`config.mk`:
```
export PLATFORM = sky130hd
export DESIGN_NAME = ex_mul_sequencer
export DESIGN_NICKNAME = d
export VERILOG_FILES = /design/src/rtl/ex_ctrl_pkg.sv /design/src/rtl/fa_nbit.sv /design/src/rtl/mul_step_adder.sv /design/src/rtl/ex_mul_sequencer.sv
export SDC_FILE = /design/constraint.sdc
export NUM_CORES = 1
export LEC_CHECK = 0
export ABC_AREA = 1
export CAP_MARGIN = 40
export CORE_MARGIN = 2
export CORE_UTILIZATION = 45
export CTS_BUF_LIST = sky130_fd_sc_hd__clkbuf_4 sky130_fd_sc_hd__clkbuf_8
export DETAILED_ROUTE_END_ITERATION = 10
export PLACE_DENSITY = 0.67
export SLEW_MARGIN = 20
export SYNTH_ARGS = -nofsm -noshare
export SYNTH_HDL_FRONTEND = slang
export SYNTH_SLANG_ARGS = --single-unit
```
`constraint.sdc`:
```
create_clock -name clk -period 5.4 [get_ports clk]
set_input_delay 0.54 -clock clk [delete_from_list [all_inputs] [get_ports clk]]
set_output_delay 0.54 -clock clk [all_outputs]
set_load 0.005 [all_outputs]
```
`src/rtl/ex_ctrl_pkg.sv`:
```
// Shared EX-stage sequencer definitions: FSM state encoding, default sizes and
// the STEP/WIDTH legality check (also used by the divide sequencer).
package ex_ctrl_pkg;

  typedef enum logic [1:0] {
    ST_IDLE = 2'd0,
    ST_BUSY = 2'd1,
    ST_DONE = 2'd2
  } ex_state_e;

  localparam int DEF_WIDTH = 32;
  localparam int DEF_STEP  = 2;

  localparam int STEP_LEGAL_A = 1;
  localparam int STEP_LEGAL_B = 2;
  localparam int STEP_LEGAL_C = 4;

  function automatic bit step_legal(input int width, input int step);
    return ((step == STEP_LEGAL_A) || (step == STEP_LEGAL_B) || (step == STEP_LEGAL_C))
           && (width >= step) && ((width % step) == 0);
  endfunction

endpackage

```
`src/rtl/fa_nbit.sv`:
```
// N-bit adder used to sum partial products; carry out of the MSB is discarded
// because products are taken modulo 2^N.
module fa_nbit #(
  parameter int N = 32
) (
  input  logic [N-1:0] a_i,
  input  logic [N-1:0] b_i,
  output logic [N-1:0] sum_o
);

  assign sum_o = a_i + b_i;

endmodule

```
`src/rtl/mul_step_adder.sv`:
```
// Combinational acc + mcand * digit, with the STEP partial products chained
// through fa_nbit adders. digit_i[STEP-1] is the most significant digit bit.
module mul_step_adder #(
  parameter int WIDTH = 32,
  parameter int STEP  = 2
) (
  input  logic [WIDTH-1:0] acc_i,
  input  logic [WIDTH-1:0] mcand_i,
  input  logic [STEP-1:0]  digit_i,
  output logic [WIDTH-1:0] sum_o
);

  for (genvar gi = 0; gi < STEP; gi++) begin : g_pp
    logic [WIDTH-1:0] addend;
    logic [WIDTH-1:0] pp;
    logic [WIDTH-1:0] sum;

    if (gi == 0) begin : g_first
      assign addend = acc_i;
    end else begin : g_next
      assign addend = g_pp[gi-1].sum;
    end

    assign pp = digit_i[gi] ? (mcand_i << gi) : '0;

    fa_nbit #(.N(WIDTH)) u_fa (
      .a_i   (addend),
      .b_i   (pp),
      .sum_o (sum)
    );
  end

  assign sum_o = g_pp[STEP-1].sum;

endmodule

```
`src/rtl/ex_mul_sequencer.sv`:
```
// Multi-cycle shift-add multiply sequencer for EX: stalls the pipeline while retiring
// STEP multiplier bits per cycle. Define MUL_EARLY_OUT_EN to finish once the multiplier is exhausted.
module ex_mul_sequencer
  import ex_ctrl_pkg::*;
#(
  parameter int WIDTH = DEF_WIDTH,
  parameter int STEP  = DEF_STEP
) (
  input  logic             clk,
  input  logic             reset,
  input  logic             start,
  input  logic             flush,
  input  logic [WIDTH-1:0] opA,
  input  logic [WIDTH-1:0] opB,
  output logic             stall,
  output logic [WIDTH-1:0] result,
  output logic             result_valid
);

  localparam int NSTEP   = WIDTH / STEP;
  localparam int CW      = $clog2(NSTEP) + 1;
  localparam bit STEP_OK = step_legal(WIDTH, STEP);

  ex_state_e        state_q, state_d;
  logic [WIDTH-1:0] acc_q, acc_d;
  logic [WIDTH-1:0] mcand_q, mcand_d;
  logic [WIDTH-1:0] mplier_q, mplier_d;
  logic [WIDTH-1:0] result_q;
  logic [WIDTH-1:0] step_sum;
  logic [CW-1:0]    count_q, count_d;
  logic [STEP-1:0]  digit;

  // Vectors are LSB-at-0 here, so the least significant multiplier bits are [STEP-1:0].
  assign digit = mplier_q[STEP-1:0];

  mul_step_adder #(.WIDTH(WIDTH), .STEP(STEP)) u_step (
    .acc_i   (acc_q),
    .mcand_i (mcand_q),
    .digit_i (digit),
    .sum_o   (step_sum)
  );

  always_comb begin
    state_d      = state_q;
    acc_d        = acc_q;
    mcand_d      = mcand_q;
    mplier_d     = mplier_q;
    count_d      = count_q;
    stall        = 1'b0;
    result_valid = 1'b0;
    unique case (state_q)
      ST_IDLE: begin
        // An illegal WIDTH/STEP pairing never issues.
        if (reset && start && !flush && STEP_OK) begin
          stall    = 1'b1;
          acc_d    = '0;
          mcand_d  = opA;
          mplier_d = opB;
          count_d  = CW'(NSTEP);
`ifdef MUL_EARLY_OUT_EN
          state_d  = (opB == '0) ? ST_DONE : ST_BUSY;
`else
          state_d  = ST_BUSY;
`endif
        end
      end
      ST_BUSY: begin
        stall = reset;
        if (flush) begin
          state_d = ST_IDLE;
        end else begin
          acc_d    = step_sum;
          mcand_d  = mcand_q << STEP;
          mplier_d = mplier_q >> STEP;
          count_d  = count_q - CW'(1);
          if (count_q == CW'(1)) begin
            state_d = ST_DONE;
          end
`ifdef MUL_EARLY_OUT_EN
          if (mplier_d == '0) begin
            state_d = ST_DONE;
          end
`endif
        end
      end
      ST_DONE: begin
        result_valid = 1'b1;
        state_d      = ST_IDLE;
      end
      default: state_d = ST_IDLE;
    endcase
  end

  always_ff @(posedge clk or negedge reset) begin
    if (!reset) begin
      state_q  <= ST_IDLE;
      acc_q    <= '0;
      mcand_q  <= '0;
      mplier_q <= '0;
      count_q  <= '0;
      result_q <= '0;
    end else begin
      state_q  <= state_d;
      acc_q    <= acc_d;
      mcand_q  <= mcand_d;
      mplier_q <= mplier_d;
      count_q  <= count_d;
      // Capture the final product on entry to DONE; held until the next product.
      if (state_d == ST_DONE) begin
        result_q <= acc_d;
      end
    end
  end

  assign result = result_q;

endmodule

```
# [After elaboration in Yosys (flattened, before gate mapping)]
# Index checks and enable logic that the tools add are counted.
[word_totals] out_inout_bits=34 elab_cells=42 register_bits=135 inputBits=68
[classes] n_mux=21 addsub=3 n_eq_ne=6 reduce_logical=6
[ops] cell="2-to-1 mux 32 bit" count=8
[ops] cell="one-hot mux 32 bit (2 select lines)" count=3
[ops] cell="adder 32 bit" count=2
[ops] cell="2-to-1 mux 5 bit" count=2
[ops] cell="one-hot mux 5 bit (2 select lines)" count=1
[ops] cell="2-to-1 mux 2 bit" count=3
[ops] cell="== test 5 x 1 -> 1 bit, second input constant" count=1
[ops] cell="subtractor 5 x 1 -> 5 bit, second input constant" count=1
[ops] cell="== test 2 bit, second input constant" count=2
[ops] cell="inequality test 2 bit, second input constant" count=2
[ops] cell="one-hot mux 2 bit (2 select lines)" count=1
[ops] cell="AND reduction 3 bit" count=1
[ops] cell="== test 2 x 1 -> 1 bit, second input constant" count=1
[ops] cell="logical AND 1 bit" count=2
[ops] cell="zero test 2 bit" count=1
[ops] cell="2-to-1 mux 1 bit" count=2
[ops] cell="one-hot mux 1 bit (2 select lines)" count=1
[ops] cell="nonzero test 2 bit" count=1
[ops] cell="zero test 1 bit" count=1

# [Longest topological paths before layout]
[depth] depth_word=5 depth_mapped=20 ltp_nobuf=18

# [By module]
# Synthesis repeated with hierarchy kept, for this count alone.
[hier_totals] cells_unflattened=1983 hier_area_um2=11732.5
[by_module_without_submodules] mod="ex_mul_sequencer" n_inst=1 seq_area_each_um2=3378.2 area_each_um2=6552.5 cells_per_inst=868
[by_module_without_submodules] mod="fa_nbit" n_inst=2 seq_area_each_um2=0.0 area_each_um2=2323.5 cells_per_inst=491
[by_module_without_submodules] mod="mul_step_adder" n_inst=1 seq_area_each_um2=0.0 area_each_um2=533.0 cells_per_inst=133

# [Worst setup path after synthesis]
# Ideal clock, no wire load.
[synth_path] path_type="register -> register" startpoint="register mplier_q[0]" endpoint="register result_q[15], in the netlist result[15]" setup_time_ns=0.127 required_time_ns=5.273 arrival_time_ns=2.699 stages_incl_launch_ff=17 setup_slack_ns=2.574 path_cell_list="dfrtp_1 -> buf_2 -> clkbuf_1 -> nand2_1 -> inv_1 -> fa_1 -> ha_1 -> fa_1 -> nand2_1 -> nand3_1 -> nand3_1 -> nand2_1 -> nand2_1 -> nand2_1 -> or2_2 -> nand3_1 -> a31oi_1"
[synth_via] elab_chain_cells=5
[synth_lines] item="start: declaration" line="ex_mul_sequencer.sv:27" source="logic [WIDTH-1:0] mplier_q, mplier_d;"
[synth_lines] item="start signal: assignment" line="ex_mul_sequencer.sv:106" source="mplier_q <= mplier_d;"
[synth_lines] item="2-to-1 mux 32 bit" line="mul_step_adder.sv:24" source="assign pp = digit_i[gi] ? (mcand_i << gi) : '0;"
[synth_lines] item="adder 32 bit (2 in a row)" line="fa_nbit.sv:11" source="assign sum_o = a_i + b_i;"
[synth_lines] item="2-to-1 mux 32 bit" line="ex_mul_sequencer.sv:69" source="if (flush) begin"
[synth_lines] item="one-hot mux 32 bit (2 select lines)" line="ex_mul_sequencer.sv:51" source="unique case (state_q)"
[synth_lines] item="end signal: assignment" line="ex_mul_sequencer.sv:101" source="result_q <= '0;"
[synth_lines] item="end signal: assignment" line="ex_mul_sequencer.sv:110" source="result_q <= acc_d;"
[synth_lines] item="end: declaration" line="ex_mul_sequencer.sv:28" source="logic [WIDTH-1:0] result_q;"
# No other way between the ends.
# A chain may end at the register's enable or synchronous reset.

# [Worst setup path in the final report]
[layout_path] startpoint="register state_q[1]" endpoint="output stall"
[layout_via] elab_chain_cells=2
[layout_lines] item="start: declaration" line="ex_mul_sequencer.sv:24" source="ex_state_e state_q, state_d;"
[layout_lines] item="start signal: assignment" line="ex_mul_sequencer.sv:103" source="state_q <= state_d;"
[layout_lines] item="== test 2 x 1 -> 1 bit / zero test 2 bit (equally long branches)" line="ex_mul_sequencer.sv:51"
[layout_lines] item="one-hot mux 1 bit (2 select lines) *" line="ex_mul_sequencer.sv:51"
[layout_lines] item="end: declaration" line="ex_mul_sequencer.sv:15" source="output logic stall,"
# Every way passes the cells marked *; elsewhere a longest branch is shown, timed or not.

==> results.ini <==
[die]
die_area_um2 = 21300
die_w_um = 146
start_util = 0.462
pin_count = 102
core_um2 = 19600
num_rows = 51
die_y_um = 146

[critical_path]
startpoint_type = register
crit_fanout = 78
crit_type = register to primary output
timing.rr.start = mplier_q[1]$_DFFE_PN0P_
crit_path_end_kind = primary output
timing.rr.end = result[18]$_DFFE_PN0N_
r2r_cells = 14
crit_start = state_q[1]$_DFF_PN0_
cp.required_ns = 4.86
arrival_ns = 2.95
r2r_slack_ns = 2.06
crit_path_end = stall

[global_route]
grt_pass1_wl_um = 39000
overflow = 0
grt_max_degree = 79
grt_pass1_vias = 7800
antenna_found_initial = 0
grt_use_total = 0.228

[sta]
slew-limit-headroom = 0.524
worstMarginPinSlew_ns = 0.713
finalClockSkew_ns = 0.0126
period_share = 0.647
fin_crit_ns = 3.49
finalHoldViolCount = 0
max_freq_mhz = 286
rsz0062_at_grt = no
whs_ns = 0.0520
setup_violations = 0
final_max_slew_viol_count = 0
setup-tns-final_ns = 0

[power]
ir_worst_vdd_mv = 0.235
power_density_nw_per_um2 = 616
p_leak_nw = 5.73
pwr-share-comb = 0.602
p_clk_frac = 0.143
seqPwrFrac = 0.255
p_total_w = 0.00657
internal-power_w = 0.00332
p_sw_w = 0.00326
sw_frac_of_total = 0.495

[place]
portBuffers = 101
dp_cells = 1560
dp_hpwl_um = 17500
gp_congestion = 0.909

[cells_and_area]
nets = 1446
finalNonFillerCells = 1592
syn2layout_area_growth_pct = 18.0
layout-drive-gt1-share = 0.0625
antenna_cells = 0
regArea_um2 = 3380
multi_input_area_um2 = 4650
nFillCells = 1855

[synth]
synthCells = 1228
yosys_warnings = 0
yosysSeqAreaShare = 0.373
ys_seq_elements = 135
async_reset_ff_frac = 1.00
synth.net_count = 1360
syn_avg_cell_area_um2 = 7.37
synth_cell_types = 41
synth_edf_count = 0
synth_ff_type = dfrtp_1
syn_area_um2 = 9040

[clocking]
htreeDepth = 4
insertion_delay_ns = 0.47
cts.clk_slew.worst_paths_ns = 0.09
cts_max_path_buffers = 2
ctsRootBufferMaster = clkbuf_8
cts_tree = yes
cts_sinks = 135
cts_setup_buffers = 0
cts_resized = 0
hold_buffers = 0
cts_buffers = 17

[routing]
routed_wirelength_um = 23300
ant_nets = 0
wl_per_cell_um = 14.6
routed_via_density = 5.03
firstDrtPassIters = 7
drc = 0
vias = 8014
drt-initial-drc-count = 645

[worst_hold_path]
min_path_type = input pin to asynchronous set/reset pin

[run]
maxCapViolCount = 0

[status]
status = finished clean

-- sequential cells by signal, indices dropped and copies added (netlist names) --
signal,count
state_q,2
result,32
mcand_q,32
count_q,5
acc_q,32
mplier_q,32
-- logic make-up after synthesis --
group	synth area share
AND/OR/NAND/NOR	0.271
buffers and inverters	0.112
AO/OA/AOI/OAI	0.123
flip-flops	0.373
adder cells (fa/ha/maj)	0.114
XOR/XNOR	0.00581
-- power groups by stage --
| stage | clock [W] | sequential (W) | combinational [W] |
|---|---|---|---|
| after CTS | 0.000964 | 0.00167 | 0.00393 |
| after global routing | 0.00101 | 0.00173 | 0.00452 |
| after global placement | 0 | 0.00168 | 0.00384 |
| after detailed placement | 0 | 0.00169 | 0.00391 |
| after floorplan | 0 | 0.00158 | 0.00294 |
| final | 0.000941 | 0.00167 | 0.00396 |
-- routing by layer --
layer,track usage,part of all wire
met1,0.325,0.48
met2,0.352,0.45
met3,0.0467,0.057
met4,0.0652,0.015
met5,0,0
-- through the flow --
stage / cell area [µm²] / worst slack, ns / util
final: 10700 / 1.91 / 0.545
after global routing: 10700 / 1.67 / 0.545
after CTS: 10700 / 1.87 / 0.545
after detailed placement: 10200 / 2.11 / 0.523
after global placement: 10200 / 1.97 / 0.519
after floorplan: 9040 / 2.57 / -
-- Yosys cell counts, types with 6 or more instances --
| library cell | number | area share |
|---|---|---|
| nand2_1 | 453 | 0.19 |
| inv_1 | 191 | 0.079 |
| dfrtp_1 | 135 | 0.37 |
| nor2_1 | 69 | 0.029 |
| o21ai_0 | 48 | 0.027 |
| o211ai_1 | 45 | 0.037 |
| nand3_1 | 38 | 0.021 |
| ha_1 | 33 | 0.046 |
| a21oi_1 | 31 | 0.017 |
| fa_1 | 31 | 0.069 |
| o21ai_1 | 23 | 0.013 |
| a31oi_1 | 19 | 0.013 |
| clkbuf_1 | 15 | 0.0062 |
| buf_2 | 10 | 0.0055 |
| buf_4 | 9 | 0.0075 |
| buf_6 | 8 | 0.010 |
| nand3_2 | 7 | 0.0077 |
| inv_2 | 6 | 0.0025 |
-- worst min-delay path by stage --
stage | start | to
final | reset | result[24]$_DFFE_PN0N_
after global routing | reset | result[28]$_DFFE_PN0N_
after CTS | reset | result[24]$_DFFE_PN0N_
after detailed placement | result[25]$_DFFE_PN0N_ | result[25]$_DFFE_PN0N_
after global placement | result[4]$_DFFE_PN0N_ | result[4]$_DFFE_PN0N_
after floorplan | reset | acc_q[0]$_DFF_PN0_
-- layout by cell type (no fill, tap or decap), types with 8 or more instances in the layout --
cell,netlist,routed
nand2_1,453,453
inv_1,191,191
dfrtp_1,135,135
clkdlybuf4s50_1,0,100
nor2_1,69,69
o21ai_0,48,48
o211ai_1,45,45
nand3_1,38,38
ha_1,33,33
a21oi_1,31,31
fa_1,31,31
o21ai_1,23,23
a31oi_1,19,19
clkbuf_8,0,18
buf_4,9,8
-- final cells by class --
class                      instances  share of cell area
multi-input combinational        851               0.436
sequential                       135               0.316
timing repair buffer             112               0.107
inverter                         197              0.0694
tap                              265              0.0311
clock buffer                      18              0.0232
clock inverter                    14              0.0175
-- worst max-delay path, stage by stage, from the launching register on --
cell	delay [ns]
dfrtp_1	0.42
nor2_4	0.58
buf_4	0.70
nand2_1	0.11
nand2_1	0.14
clkdlybuf4s50_1	0.53
Power figures use the tool's default switching activity.
